===== src/rtl/conv_puncturer_serializer.sv =====
// Punctures 16-bit rate-1/2 codewords to rate 1/2, 2/3 or 3/4 and serializes the kept
// bits one per cycle. The puncture phase runs continuously across words of the same rate.
module conv_puncturer_serializer (
    input  logic        clk,
    input  logic        reset,
    input  logic [1:0]  rate_sel,
    input  logic [15:0] data_in,
    input  logic        in_valid,
    output logic        in_ready,
    output logic        out_bit,
    output logic        out_valid,
    output logic        out_last,
    input  logic        out_ready
);

    // Kept slots of one pair: bit 1 = A, bit 0 = B. Every pattern keeps at least one bit.
    function automatic logic [1:0] keep_mask(input logic [1:0] rate, input logic [1:0] phase);
        logic [1:0] m;
        m = 2'b11;
        case (rate)
            2'd1: m = (phase == 2'd1) ? 2'b10 : 2'b11;
            2'd2: begin
                case (phase)
                    2'd1:    m = 2'b01;
                    2'd2:    m = 2'b10;
                    default: m = 2'b11;
                endcase
            end
            default: m = 2'b11;
        endcase
        return m;
    endfunction

    function automatic logic [1:0] next_phase(input logic [1:0] rate, input logic [1:0] phase);
        logic [1:0] p;
        p = 2'd0;
        case (rate)
            2'd1:    p = (phase == 2'd0) ? 2'd1 : 2'd0;
            2'd2:    p = (phase == 2'd2) ? 2'd0 : phase + 2'd1;
            default: p = 2'd0;
        endcase
        return p;
    endfunction

    // Rate 11 is folded onto 1/2 so the rate-change comparison treats them alike.
    function automatic logic [1:0] norm_rate(input logic [1:0] rate);
        return (rate == 2'd3) ? 2'd0 : rate;
    endfunction

    logic [15:0] word_q, word_d;
    logic [1:0]  rate_q, rate_d;
    logic [2:0]  pair_q, pair_d;
    logic        sub_q, sub_d;
    logic [1:0]  phase_q, phase_d;
    logic        full_q, full_d;

    logic [1:0]  cur_mask_s;
    logic [1:0]  nxt_mask_s;
    logic [1:0]  new_rate_s;
    logic [3:0]  bit_idx_s;
    logic        pair_last_s;
    logic        fire_s;
    logic        accept_s;

    // Output decode from registered state, plus next-state for advance and accept.
    always_comb begin
        word_d     = word_q;
        rate_d     = rate_q;
        pair_d     = pair_q;
        sub_d      = sub_q;
        phase_d    = phase_q;
        full_d     = full_q;
        nxt_mask_s = 2'b11;
        new_rate_s = norm_rate(rate_sel);

        cur_mask_s  = keep_mask(rate_q, phase_q);
        pair_last_s = sub_q | ~cur_mask_s[0];
        bit_idx_s   = 4'd15 - {pair_q, sub_q};
        out_valid   = full_q;
        out_bit     = full_q & word_q[bit_idx_s];
        out_last    = full_q & pair_last_s & (pair_q == 3'd7);
        fire_s      = full_q & out_ready;
        in_ready    = ~full_q | (fire_s & out_last);
        accept_s    = in_valid & in_ready;

        if (fire_s) begin
            if (pair_last_s) begin
                phase_d    = next_phase(rate_q, phase_q);
                pair_d     = pair_q + 3'd1;
                nxt_mask_s = keep_mask(rate_q, phase_d);
                sub_d      = ~nxt_mask_s[1];
                full_d     = (pair_q != 3'd7);
            end else begin
                sub_d = 1'b1;
            end
        end else begin
            sub_d = sub_q;
        end

        // Phase carries over unless the incoming word switches rate.
        if (accept_s) begin
            word_d     = data_in;
            rate_d     = new_rate_s;
            pair_d     = 3'd0;
            full_d     = 1'b1;
            phase_d    = (new_rate_s != rate_q) ? 2'd0 : phase_d;
            nxt_mask_s = keep_mask(new_rate_s, phase_d);
            sub_d      = ~nxt_mask_s[1];
        end else begin
            word_d = word_d;
        end
    end

    // State registers with synchronous reset.
    always_ff @(posedge clk) begin
        if (reset) begin
            word_q  <= 16'd0;
            rate_q  <= 2'd0;
            pair_q  <= 3'd0;
            sub_q   <= 1'b0;
            phase_q <= 2'd0;
            full_q  <= 1'b0;
        end else begin
            word_q  <= word_d;
            rate_q  <= rate_d;
            pair_q  <= pair_d;
            sub_q   <= sub_d;
            phase_q <= phase_d;
            full_q  <= full_d;
        end
    end

endmodule


===== config.mk =====
export PLATFORM = sky130hd
export DESIGN_NAME = conv_puncturer_serializer
export DESIGN_NICKNAME = d
export VERILOG_FILES = /design/src/rtl/conv_puncturer_serializer.sv
export SDC_FILE = /design/constraint.sdc
export NUM_CORES = 1
export LEC_CHECK = 0
export CAP_MARGIN = 10
export CORE_MARGIN = 4
export CORE_UTILIZATION = 45
export DETAILED_ROUTE_END_ITERATION = 10
export PLACE_DENSITY = 0.71
export SYNTH_ARGS = -nofsm -noshare
export SYNTH_HDL_FRONTEND = slang
export SYNTH_SLANG_ARGS = --single-unit

===== constraint.sdc =====
create_clock -name clk -period 3.02 [get_ports clk]
set_input_delay 0.906 -clock clk [delete_from_list [all_inputs] [get_ports clk]]
set_output_delay 0.906 -clock clk [all_outputs]
set_load 0.1 [all_outputs]

==> metrics.csv <==
metric,value,unit
ys_async_sr_fraction,0,
numCtsBuffers,3,
ys_seq_elements,25,
wl_per_cell,13.9,um
worstPathRequired,2110,ps
antenna_found_initial,0,
drt-total-wl,3210,um
worstSkewPairLatency,320,ps
min_path_type,register to register,
die_h,64.5,um
drtAntennaViolNets,0,
yosys-top-cells-count,"dfxtp_1, a21oi_1, nand3_1, o21ai_1",
min_period,2960,ps
diodes,0,
initial_core_util,0.470,
grt_overflow_total,0,
hold_viol_final,0,
p_clk_frac,0.226,
synth_edf_count,0,
ys_types,38,
max_freq,338,MHz
slowest_stage,mux4_2,
clock_sinks,25,
yosys_warnings,0,
crit_type,register to primary output,
drt_first_pass_iters,4,
finClkSkew,11.6,ps
maxSlewViolCount,0,
groute.usage.overall,0.166,
intPower,474,uW
route.vias.total,1297,
ff_latch_area,505,um^2
post-dp-hpwl,2410,um
portBuffers,25,
cap_violations,0,
grt_max_degree,27,
outcome,"complete, no violations",
core.rowCount,20,
cp.arrival,2060,ps
routed_via_density,5.61,
fin_area,0.00179,mm^2
clockBufferDepth,2,
cts_max_level,1,
ys_seq_area_frac,0.349,
cts_hold_buffers,0,
rsz0062_at_grt,true,
die_area,0.00416,mm^2
path_cells,mux4_2 > mux4_2 > and2_4 > buf_12,
drive_gt1_frac,0.160,
cts_tree,done,
crit_path_end_kind,primary output,
drc,0,
switching_share,0.294,
coreArea,0.00305,mm^2
slew_headroom,0.677,
setup_viol,0,
power.leakage,0.635,nW
post_dp_cell_area,0.00175,mm^2
path_clk_slew,140,ps
cpMostUsedCell,mux4_2,
whs,472,ps
multi_input_area,861,um^2
yosysTopAreaCell,dfxtp_1,
post_cts_buffers,0,
grt_pass1_vias,1269,
synthTopCellsByArea,"dfxtp_1, a21oi_1, mux4_2",
gp_congestion,0.782,
slowest_delay,510,ps
switching_power,197,uW
ir_drop,204,uV
avgSynthCellArea,8.80,um^2
worstPathMaxFanout,5,
syn_nets,192,
combPwrFrac,0.235,
nFillCells,289,
power.share.sequential,0.539,
syn_inst,163,
die_w,64.5,um
powerDensity,374,mW/mm^2
fin_crit_sh,0.981,
synth_top_area_share,0.349,
drt_iter0_markers,89,
yosysMostFrequentCell,dfxtp_1,
synth_area,0.00144,mm^2
grt_first_pass_wirelength,5510,um
crit_path_start_kind,register,
ios,26,
nets,217,
fin_tns_setup,0,ps
synthFlopType,dfxtp_1,
root_buffer,clkbuf_4,
tightest_slew,483,ps
area_delta_synth_final,25.0,%
## layout by cell type, fill, tap and decap left out, drive strengths merged, types with 4 or more instances in the layout
cell type,n
nand2,9
clkdlybuf4s50,21
nand3,19
inv,6
nor3,4
dfxtp,25
o21ai,18
mux4,5
ha,7
buf,10
nor2,5
a21oi,26
## what timing repair did
item | CTS | global route
hold endpoints to repair | 0 | 0
endpoints found under the setup margin | 1 | 2
cloned | 0 | 0
gates resized for setup | 2 | 3
## per-layer routing
| metal | wire, um | vias up | track usage |
|---|---|---|---|
| met5 | 0 | - | 0 |
| met3 | 148 | 2 | 0.0399 |
| met2 | 1570 | 30 | 0.281 |
| li1 | - | 647 | - |
| met1 | 1470 | 618 | 0.200 |
| met4 | 19 | 0 | 0.0712 |
## power by group through the flow
stage               registers (mW)  clock network [mW]  logic (mW)
finish                       0.362               0.152       0.158
global route                 0.365               0.174       0.171
CTS                          0.362               0.159       0.156
detailed placement           0.369                   0       0.156
global placement             0.369                   0       0.151
floorplan                    0.367                   0       0.101
## sequential cells by signal (all words and copies together), names as in the netlist
signal and flops:
rate_q 2, out_valid 1, sub_q 1, pair_q 3
word_q 16, phase_q 2
## layout make-up
type,count,area share
Tap cell,44,0.0307
Multi-Input combinational cell,121,0.480
Timing Repair Buffer,31,0.180
Inverter,6,0.0126
Clock inverter,1,0.00279
Clock buffer,3,0.0126
Sequential cell,25,0.282
## final timing paths
| check | from | to | slack [ps] | depth (start not counted) |
|---|---|---|---|---|
| setup / recovery | sub_q | out_bit | 60 | 4 |
| hold / removal | word_q[0] | word_q[0] | 470 | 2 |
| setup reg to reg | rate_q[0] | sub_q | 810 | 7 |
| hold reg to reg | word_q[0] | word_q[0] | 470 | 2 |
## stage by stage
| step | power [mW] | instances | setup slack (ps) | utilization |
|---|---|---|---|---|
| 2_1_floorplan | 0.468 | 163 | 59.4 | - |
| 3_5_place_dp | 0.525 | 227 | 205 | 0.574 |
| 3_3_place_gp | 0.520 | 227 | 220 | 0.574 |
| 4_1_cts | 0.678 | 231 | 7.77 | 0.584 |
| 5_1_grt | 0.710 | 231 | -16.4 | 0.588 |
| 6_report | 0.671 | 231 | 57.5 | 0.588 |
## logic make-up (layout without fill, tap and decap cells)
kind of cell / count (synthesis) / in the layout / share of synthesized area
simple gates: 47 / 47 / 0.179
flops: 25 / 25 / 0.349
compound gates: 57 / 57 / 0.240
mux: 7 / 7 / 0.0924
buf+inv: 17 / 41 / 0.0610
xor+xnor: 3 / 3 / 0.0183
fa+ha+maj: 7 / 7 / 0.0610
## worst max-delay path: cells and delay by family (launching register included)
| family | cells | cell delay, ps |
|---|---|---|
| buffers and inverters | 1 | 160 |
| AND/OR/NAND/NOR | 1 | 180 |
| multiplexers | 2 | 980 |
| flip-flops | 1 | 420 |
No activity file was read; power rests on OpenSTA's default activity.
